File: config.mk
export PLATFORM = sky130hd
export DESIGN_NAME = sm4_mode_ctrl
export DESIGN_NICKNAME = d
export VERILOG_FILES = /design/src/rtl/sm4_pkg.sv /design/src/rtl/sm4_cbc_chain.sv /design/src/rtl/sm4_mode_ctrl.sv
export SDC_FILE = /design/constraint.sdc
export NUM_CORES = 1
export LEC_CHECK = 0
export BUFFER_PORTS_ARGS = -buffer_cell sky130_fd_sc_hd__buf_2
export CORE_AREA = 5 5 355 357
export DETAILED_ROUTE_END_ITERATION = 8
export DIE_AREA = 0 0 360 362
export PLACE_DENSITY = 0.31
export SLEW_MARGIN = 20
export SYNTH_ARGS = -nofsm -noshare
export SYNTH_HDL_FRONTEND = slang
export SYNTH_HIERARCHICAL = 1
export SYNTH_SLANG_ARGS = --single-unit
export TNS_END_PERCENT = 10
File: constraint.sdc
create_clock -name clk -period 3.8 [get_ports clk]
set_input_delay 0.19 -clock clk [delete_from_list [all_inputs] [get_ports clk]]
set_output_delay 0.19 -clock clk [all_outputs]
set_load 0.1 [all_outputs]
File: src/rtl/sm4_pkg.sv
// Shared constants and types for the SM4 mode controller and its CBC chain.
// Block width, flush length, mode encoding and FSM state encoding live here.
package sm4_pkg;

  localparam int unsigned BLK_W     = 128;
  localparam int unsigned FLUSH_LEN = 40;
  localparam int unsigned FLUSH_W   = $clog2(FLUSH_LEN + 1);

  typedef enum logic {
    MODE_ECB = 1'b0,
    MODE_CBC = 1'b1
  } mode_e;

  typedef enum logic [2:0] {
    ST_IDLE     = 3'd0,
    ST_KEYX     = 3'd1,
    ST_RUN      = 3'd2,
    ST_CBC_WAIT = 3'd3,
    ST_DRAIN    = 3'd4
  } state_e;

endpackage

File: src/rtl/sm4_cbc_chain.sv
// CBC chaining registers and XOR muxing for the SM4 mode controller.
// Built only when SM4_CBC_EN is defined.
`ifdef SM4_CBC_EN
module sm4_cbc_chain
  import sm4_pkg::*;
(
  input  logic             clk,
  input  logic             rst,
  input  logic             load_iv,
  input  logic [BLK_W-1:0] iv,
  input  logic             encdec,
  input  logic [BLK_W-1:0] din,
  input  logic             in_fire,
  input  logic             out_fire,
  input  logic [BLK_W-1:0] core_bdo,
  output logic [BLK_W-1:0] bdi,
  output logic [BLK_W-1:0] dout
);

  logic [BLK_W-1:0] chain_q, chain_d;
  logic [BLK_W-1:0] next_q, next_d;

  always_comb begin
    chain_d = chain_q;
    next_d  = next_q;
    if (load_iv) begin
      chain_d = iv;
    end else if (out_fire) begin
      chain_d = encdec ? core_bdo : next_q;
    end
    // Decrypt chains on ciphertext, which must be held until its result returns.
    if (in_fire && !encdec) begin
      next_d = din;
    end
    bdi  = encdec ? (din ^ chain_q) : din;
    dout = encdec ? core_bdo : (core_bdo ^ chain_q);
  end

  always_ff @(posedge clk) begin
    if (rst) begin
      chain_q <= '0;
      next_q  <= '0;
    end else begin
      chain_q <= chain_d;
      next_q  <= next_d;
    end
  end

endmodule
`endif

File: src/rtl/sm4_mode_ctrl.sv
// Session controller sequencing an SM4 core through key expansion and ECB/CBC
// block streaming. CBC support is built only when SM4_CBC_EN is defined.
module sm4_mode_ctrl
  import sm4_pkg::*;
(
  input  logic             clk,
  input  logic             rst,
  input  logic             start,
  input  logic             abort,
  input  logic             mode,
  input  logic             encdec,
  input  logic [BLK_W-1:0] key,
  input  logic [BLK_W-1:0] iv,
  input  logic [15:0]      nblk,
  input  logic [BLK_W-1:0] din,
  input  logic             din_valid,
  output logic             din_ready,
  output logic [BLK_W-1:0] dout,
  output logic             dout_valid,
  output logic             busy,
  output logic             done,
  output logic             core_en_sm4,
  output logic             core_encdec,
  output logic             core_en_key_exps,
  output logic             core_key_valid,
  output logic [BLK_W-1:0] core_key,
  input  logic             core_key_exps_done,
  output logic [BLK_W-1:0] core_bdi,
  output logic             core_bdi_valid,
  input  logic [BLK_W-1:0] core_bdo,
  input  logic             core_bdo_valid
);

  state_e             state_q, state_d;
  logic [15:0]        issued_q, issued_d;
  logic [15:0]        retired_q, retired_d;
  logic [15:0]        nblk_q, nblk_d;
  logic               encdec_q, encdec_d;
  logic [BLK_W-1:0]   key_q, key_d;
  logic [FLUSH_W-1:0] flush_q, flush_d;
  logic               busy_q, busy_d;
  logic               done_q, done_d;
  logic               en_sm4_q, en_sm4_d;
  logic               en_kx_q, en_kx_d;
  logic               key_valid_q, key_valid_d;

  logic               cbc;
  logic               load_iv;
  logic               in_fire;
  logic               out_ok;
  logic               out_fire;
  logic [BLK_W-1:0]   bdi_sel;
  logic [BLK_W-1:0]   dout_sel;

`ifdef SM4_CBC_EN
  logic             mode_q, mode_d;
  logic [BLK_W-1:0] chain_bdi;
  logic [BLK_W-1:0] chain_dout;

  sm4_cbc_chain u_chain (
    .clk      (clk),
    .rst      (rst),
    .load_iv  (load_iv),
    .iv       (iv),
    .encdec   (encdec_q),
    .din      (din),
    .in_fire  (in_fire),
    .out_fire (out_fire),
    .core_bdo (core_bdo),
    .bdi      (chain_bdi),
    .dout     (chain_dout)
  );

  assign cbc      = (mode_q == MODE_CBC);
  assign bdi_sel  = cbc ? chain_bdi : din;
  assign dout_sel = cbc ? chain_dout : core_bdo;
`else
  logic unused_cfg;

  assign cbc        = 1'b0;
  assign bdi_sel    = din;
  assign dout_sel   = core_bdo;
  assign unused_cfg = ^{mode, iv, load_iv};
`endif

  // Stream handshakes are combinational so ECB adds no latency in either direction.
  always_comb begin
    din_ready = (state_q == ST_RUN) && (issued_q < nblk_q) && !abort;
    in_fire   = din_ready && din_valid;
    if (cbc) begin
      out_ok = (state_q == ST_CBC_WAIT);
    end else begin
      out_ok = ((state_q == ST_RUN) || (state_q == ST_DRAIN)) && (retired_q < nblk_q);
    end
    out_fire       = core_bdo_valid && out_ok && !abort;
    core_bdi_valid = in_fire;
    core_bdi       = in_fire ? bdi_sel : '0;
    dout_valid     = out_fire;
    dout           = out_fire ? dout_sel : '0;
  end

  always_comb begin
    state_d     = state_q;
    issued_d    = in_fire ? issued_q + 16'd1 : issued_q;
    retired_d   = out_fire ? retired_q + 16'd1 : retired_q;
    nblk_d      = nblk_q;
    encdec_d    = encdec_q;
    key_d       = key_q;
    flush_d     = (flush_q != '0) ? flush_q - FLUSH_W'(1) : flush_q;
    done_d      = 1'b0;
    en_sm4_d    = en_sm4_q;
    en_kx_d     = 1'b0;
    key_valid_d = 1'b0;
    load_iv     = 1'b0;
`ifdef SM4_CBC_EN
    mode_d      = mode_q;
`endif

    case (state_q)
      ST_IDLE: begin
        if (start && (flush_q == '0)) begin
          if (nblk == 16'd0) begin
            done_d = 1'b1;
          end else begin
            state_d     = ST_KEYX;
            nblk_d      = nblk;
            encdec_d    = encdec;
            key_d       = key;
            issued_d    = '0;
            retired_d   = '0;
            en_sm4_d    = 1'b1;
            en_kx_d     = 1'b1;
            key_valid_d = 1'b1;
            load_iv     = 1'b1;
`ifdef SM4_CBC_EN
            mode_d      = mode;
`endif
          end
        end
      end
      ST_KEYX: begin
        if (core_key_exps_done) begin
          state_d = ST_RUN;
        end
      end
      ST_RUN: begin
        if (cbc && in_fire) begin
          state_d = ST_CBC_WAIT;
        end else if (issued_d == nblk_q) begin
          state_d = ST_DRAIN;
        end
      end
      ST_CBC_WAIT: begin
        if (out_fire) begin
          state_d = (retired_d == nblk_q) ? ST_DRAIN : ST_RUN;
        end
      end
      ST_DRAIN: begin
        if (retired_q == nblk_q) begin
          state_d  = ST_IDLE;
          done_d   = 1'b1;
          en_sm4_d = 1'b0;
        end
      end
      default: state_d = ST_IDLE;
    endcase

    // The core keeps emitting results after an abort; the flush window masks them.
    if (abort && (state_q != ST_IDLE)) begin
      state_d     = ST_IDLE;
      done_d      = 1'b0;
      en_sm4_d    = 1'b0;
      en_kx_d     = 1'b0;
      key_valid_d = 1'b0;
      flush_d     = FLUSH_W'(FLUSH_LEN);
    end

    busy_d = (state_d != ST_IDLE);
  end

  always_ff @(posedge clk) begin
    if (rst) begin
      state_q     <= ST_IDLE;
      issued_q    <= '0;
      retired_q   <= '0;
      nblk_q      <= '0;
      encdec_q    <= 1'b0;
      key_q       <= '0;
      flush_q     <= '0;
      busy_q      <= 1'b0;
      done_q      <= 1'b0;
      en_sm4_q    <= 1'b0;
      en_kx_q     <= 1'b0;
      key_valid_q <= 1'b0;
`ifdef SM4_CBC_EN
      mode_q      <= 1'b0;
`endif
    end else begin
      state_q     <= state_d;
      issued_q    <= issued_d;
      retired_q   <= retired_d;
      nblk_q      <= nblk_d;
      encdec_q    <= encdec_d;
      key_q       <= key_d;
      flush_q     <= flush_d;
      busy_q      <= busy_d;
      done_q      <= done_d;
      en_sm4_q    <= en_sm4_d;
      en_kx_q     <= en_kx_d;
      key_valid_q <= key_valid_d;
`ifdef SM4_CBC_EN
      mode_q      <= mode_d;
`endif
    end
  end

  assign busy             = busy_q;
  assign done             = done_q;
  assign core_en_sm4      = en_sm4_q;
  assign core_en_key_exps = en_kx_q;
  assign core_key_valid   = key_valid_q;
  assign core_key         = key_q;
  assign core_encdec      = encdec_q;

endmodule
==> results of run 1 <==
power by group:
part | switching, mW | leakage (nW) | total, mW | internal [mW]
logic | 3.94 | 6.71 | 5.09 | 1.15
registers | 0.187 | 1.54 | 2.53 | 2.34
clock network | 1.07 | 0.318 | 2.10 | 1.03
total | 5.20 | 8.57 | 9.73 | 4.53
area by class of cell:
class	count	area [um^2]
diodes	11	27.53
clock buffers	17	425.4
inverters	23	86.33
well taps	1637	2048
clock inverters	15	234.0
multi-input cells	1018	5723
fillers	14210	104200
repair buffers	997	6165
flip-flops and latches	190	3804
per-layer routing:
metal	share of wire	wire (um)	vias to the layer above
li1	-	-	6201
met1	0.40	24130	5563
met2	0.51	31020	432
met3	0.075	4573	52
met4	0.015	923	8
met5	0.00091	55	-
logic make-up (layout without fill, tap and decap cells):
kind of cell               count (synthesis)  after routing
AOI/OAI and AO/OA                        214            214
and+or+nand+nor                          727            727
xor gates and xnor gates                  40             40
adders and majority gates                 34             34
muxes                                      3              3
DFF                                      190            190
other                                      0             11
buffers and inverters                    117           1052
worst min-delay path by stage:
stage / end / slack, ps
final: flush_q[3]$_SDFFE_PP0P_ / 140
after floorplan: nblk_q[8]$_SDFFE_PP0P_ / 330
after CTS: flush_q[3]$_SDFFE_PP0P_ / 90
after detailed placement: core_key[88]$_SDFFE_PP0P_ / 440
after global routing: flush_q[3]$_SDFFE_PP0P_ / 140
after global placement: core_key[71]$_SDFFE_PP0P_ / 430
cell usage after synthesis, types with 11 or more instances:
cell      number  area, um^2
inv_1         23       86.33
nand3_1       15       75.07
clkbuf_1      88       330.3
a21oi_1      165       825.8
nor4_1        11       68.82
ha_1          34       425.4
nand2_1      314        1179
nor2_1        50       187.7
nand4_1       23       143.9
xor2_1        20       175.2
o21ai_0       12       60.06
xnor2_1       19       166.4
and2_1       260        1627
nor3_1        12       60.06
dfxtp_1      190        3804
state kept, by name, summed over array words and instances (netlist names):
name and flops:
issued_q 16, core_key_valid 1, core_key 128, core_en_sm4 1
state_q 3, core_encdec 1, done 1, flush_q 6
retired_q 16, nblk_q 16, busy 1
cell usage in the layout (no fill, tap or decap), types with 6 or more instances in the layout:
cell type      instances
buf_2                754
nand2_1              314
and2_1               260
dfxtp_1              190
a21oi_1              164
dlygate4sd3_1        147
nor2_1                50
buf_4                 46
ha_1                  34
clkbuf_4              34
inv_1                 23
nand4_1               23
xor2_1                20
xnor2_1               19
clkbuf_16             17
nand3_1               15
buf_12                14
o21ai_0               12
nor3_1                12
diode_2               11
nor4_1                11
nand2b_1               7
or3_1                  7
and3_1                 7
clkinv_8               6
critical path: cells and delay by family, from the launching register on:
family	cells	cell delay, ps
flip-flops	1	380
buffers and inverters	5	1010
adder cells (fa/ha/maj)	1	300
AO/OA/AOI/OAI	1	250
AND/OR/NAND/NOR	4	930
per-stage QoR:
stage	instance area [um^2]	setup WS (ps)	setup TNS, ps	util
5_1_grt	18500	-9.147	-20.58	0.1508
4_1_cts	18380	26.30	0	0.1498
2_1_floorplan	9952	156.3	0	-
6_report	18510	155.6	0	0.1509
3_5_place_dp	16240	147.0	0	0.1324
3_3_place_gp	16240	123.6	0	0.1324
repair_timing:
item,4_1_cts,5_1_grt
endpoints found under the setup margin,1,52
hold endpoints to repair,148,0
gates resized for setup,1,43
hold buffers,147,0
setup buffers,0,0
==> flow_summary.yaml, run 1 <==
run_status:
  status: "finished, final reports clean"
sta:
  whs_ps: 136.9
  clock_skew_ps: 19.22
  fin_crit_sh: 0.9591
  maxSlewViolCount: 0
  tightest_slew_ps: 915.3
  timing.slew.headroom: 0.3842
  min_period_ps: 3644
  rsz0062_at_grt: "true"
  hold_violations: 0
  fmax_ghz: 0.2744
  setup_violations: 0
critical_path:
  crit_chain: "inv_1, ha_1, nand4_1, or3_1, o31ai_2, buf_4, nor3_4, buf_4, buf_16, and2_1, clkbuf_4"
  worstReg2RegStart: "nblk_q[9]$_SDFFE_PP0P_"
  arrival_ps: 3450
  start_kind: "register"
  crit_slowest_cell: "or3_1"
  r2r-end: "state_q[1]$_SDFF_PP0_"
  critPathMaxFanout: 100
  cp.required_ps: 3610
  cpPeakStageDelay_ps: 450
  path_class: "reg2out"
  worstRegToRegCells: 12
  end_kind: "primary output"
  r2r_slack_ps: 170
  critical_path.startpoint: "nblk_q[9]$_SDFFE_PP0P_"
  crit_top_cell: "buf_4"
  cp-endpoint: "core_bdi[81]"
place:
  hpwl_um: 49260
  port_buffers: 800
  dpl.cell_count: 3718
  place.gp.congestion: 0.8507
worst_hold_path:
  hold_path_class: "in2reg"
  worstHoldPathCells: 3
  hold_start: "abort"
global_routing:
  grt_pass1_vias: 12440
  grt_antenna_before_repair: 19
  grt_max_degree: 143
  grt_usage: 0.08822
  use_met3: 0.02945
  met2_usage: 0.1583
  met1_usage: 0.09947
  busiest_layer: "met2"
  grt_remaining_overflow: 0
  grt_first_pass_wirelength_um: 85640
logic_synthesis:
  synth_mux_area_frac: 0.003143
  syn_nets: 1896
  synth_top_family_by_area: "simple AND/OR/NAND/NOR gates"
  ys_types: 59
  synth_area_per_cell_um2: 7.510
  yosysWarningCount: 6
  yosys.area_share.simple: 0.3679
  synth_seq_cells: 190
  synth.yosys.seq_area_share: 0.3822
  synth_ff_type: "dfxtp_1"
  synth-adder-area-share: 0.04275
  synth-compound-area-share: 0.1218
  synth_xor_area_frac: 0.03659
  async_flop_share: 0
  synth_edf_count: 0
  synth_cells: 1325
  synth_area_um2: 9951
floorplan:
  dieArea_um2: 130300
  start_util: 0.08112
  die_w_um: 360
  die-height_um: 362
  rows: 129
  pin_count: 930
  core_um2: 122700
cts:
  clk_latency_ps: 490
  cts.sinks: 190
  htreeDepth: 4
  ctsLongestPathBuffers: 2
  cts_tree: "done"
  cts_inserted_buffers: 17
  cts.clk_slew.worst_paths_ps: 100
  clock-root-buffer: "clkbuf_16"
route:
  num_vias: 12260
  drt-pass1-iter-count: 4
  vias_per_cell: 3.136
  drt_iter0_drc: 471
  drc: 0
  ant_nets: 0
  drt-total-wl_um: 60690
  routedWlPerCell_um: 15.53
power_and_ir_drop:
  power_mw: 9.728
  leakage_nw: 8.565
  peakVddDrop_mv: 0.3860
  power_density_nw_per_um2: 525.5
layout:
  area_growth_syn_to_layout_pct: 86.04
  fin_nets: 2818
  finalNonFillerCells: 3908
  drive_above_1_share: 0.3956
job:
  cap_violations: 0
Note: power is estimated with default switching activity, not from simulation.
==> inputs of run 2 (changes only) <==
==> constraint.sdc (replaced) <==
create_clock -name clk -period 4 [get_ports clk]
set_input_delay 0.2 -clock clk [delete_from_list [all_inputs] [get_ports clk]]
set_output_delay 0.2 -clock clk [all_outputs]
set_load 0.1 [all_outputs]
==> flow_summary.yaml, run 2 (synthesized netlist as in run 1, its figures left out) <==
layout:
  ff_latch_area_um2: 3804
  area_growth_syn_to_layout_pct: 92.27
  n_fill_cell: 14240
  multiInputGateArea_um2: 5719
  stdcell_area_um2: 19130
  fin_nets: 2811
  final_core_util: 0.1560
  final_common_cell: "buf_2"
  drive_above_1_share: 0.3937
  finalNonFillerCells: 3901
  final_cell_mix: "735 x buf_2, 314 x nand2_1, 260 x and2_1"
  largest_reg_flops: 128
sta:
  fin_crit_sh: 0.9426
  maxSlewViolCount: 0
  fmax_ghz: 0.2652
  tightest_slew_ps: 933.2
  worst_slack_ps: 229.5
  setup_violations: 0
  setup_tns_ps: 0
  min_period_ps: 3770
  rsz0062_at_grt: "false"
  timing.slew.headroom: 0.3721
  whs_ps: 158.8
  clock_skew_ps: 20.70
  hold_violations: 0
power_and_ir_drop:
  leakage_nw: 8.668
  power_density_nw_per_um2: 479.9
  power_mw: 9.182
  peakVddDrop_mv: 0.3877
route:
  vias_per_cell: 3.159
  drt-total-wl_um: 61000
  drt_iter0_drc: 486
  drc: 0
  routedWlPerCell_um: 15.64
  drt-pass1-iter-count: 6
  num_vias: 12320
  ant_nets: 0
global_routing:
  grt_max_degree: 147
  grt_usage: 0.08894
  grt_remaining_overflow: 0
  grt_pass1_vias: 12580
  grt_first_pass_wirelength_um: 86650
  grt_antenna_before_repair: 19
job:
  cap_violations: 0
critical_path:
  critPathMaxFanout: 100
  end_kind: "primary output"
  start_kind: "register"
  cp.required_ps: 3800
  path_class: "reg2out"
  arrival_ps: 3570
floorplan:
  start_util: 0.08112
  die-height_um: 362
  die_w_um: 360
  rows: 129
  pin_count: 930
  dieArea_um2: 130300
  core_um2: 122700
place:
  dpl.cell_count: 3712
  place.gp.congestion: 0.8197
  dpl_cell_area_um2: 16980
  port_buffers: 800
  pre_cts_ws_ps: 341.5
  hpwl_um: 49770
cts:
  clk_latency_ps: 490
  clock-root-buffer: "clkbuf_16"
  ctsLongestPathBuffers: 2
  cts_inserted_buffers: 17
  htreeDepth: 4
  cts_setup_buffers: 0
  cts.clk_slew.worst_paths_ps: 100
  cts.sinks: 190
  cts_tree: "done"
run_status:
  status: "finished, final reports clean"
worst_hold_path:
  hold_path_class: "in2reg"
==> run 2: cell count changes in the layout (fill, tap and decap cells not counted), sizes merged <==
cell         before  now
dlygate4sd3     147  146
clkbuf           51   21
inv              30   32
bufinv            2    0
buf             816  840
==> run 2: worst paths after layout <==
path	startpoint	to	slack, ps	cells after the start
setup / recovery	nblk_q[7]$_SDFFE_PP0P_	core_bdi[6]	230	11
hold / removal	abort	flush_q[5]$_SDFFE_PP0P_	160	3
setup reg to reg	nblk_q[14]$_SDFFE_PP0P_	state_q[1]$_SDFF_PP0_	320	11
hold reg to reg	core_key[17]$_SDFFE_PP0P_	core_key[17]$_SDFFE_PP0P_	450	2
==> run 2: worst max-delay path, stage by stage (launching register included) <==
cell     delay (ps)
dfxtp_1         420
inv_1           110
ha_1            330
and4_1          220
o21ai_0         170
o31ai_2         120
buf_4           170
nor3_4          250
buf_4           310
buf_12          330
and2_1          180
buf_2           430
==> run 2: cell type report <==
type / count / share of cell area
well taps: 1637 / 0.1071
flip-flops and latches: 190 / 0.1988
multi-input cells: 1018 / 0.2989
clock inverters: 15 / 0.01112
diodes: 11 / 0.001439
clock buffers: 17 / 0.02224
repair buffers: 990 / 0.3559
inverters: 23 / 0.004512
==> run 2: power breakdown <==
| group | switching (mW) | leakage, nW | internal (mW) |
|---|---|---|---|
| combinational | 3.74 | 6.82 | 1.12 |
| clock | 1.04 | 0.309 | 0.881 |
| sequential | 0.181 | 1.54 | 2.23 |
==> run 2: timing repair <==
item | CTS | global route
setup endpoints to repair | 99 | 69
pin swaps | 0 | 0
resized for setup | 2 | 5
cloned | 0 | 0
endpoints found under the hold margin | 146 | 0
hold buffers | 146 | 0
==> run 2: routing by layer <==
| layer | wire (um) | part of all wire | vias up | global-route usage |
|---|---|---|---|---|
| met1 | 25220 | 0.41 | 5652 | 0.1027 |
| met2 | 30560 | 0.50 | 424 | 0.1572 |
| met4 | 1303 | 0.021 | 2 | 0.02565 |
| li1 | - | - | 6188 | - |
| met5 | 13 | 0.00021 | - | 0.006899 |
| met3 | 3903 | 0.064 | 56 | 0.02802 |
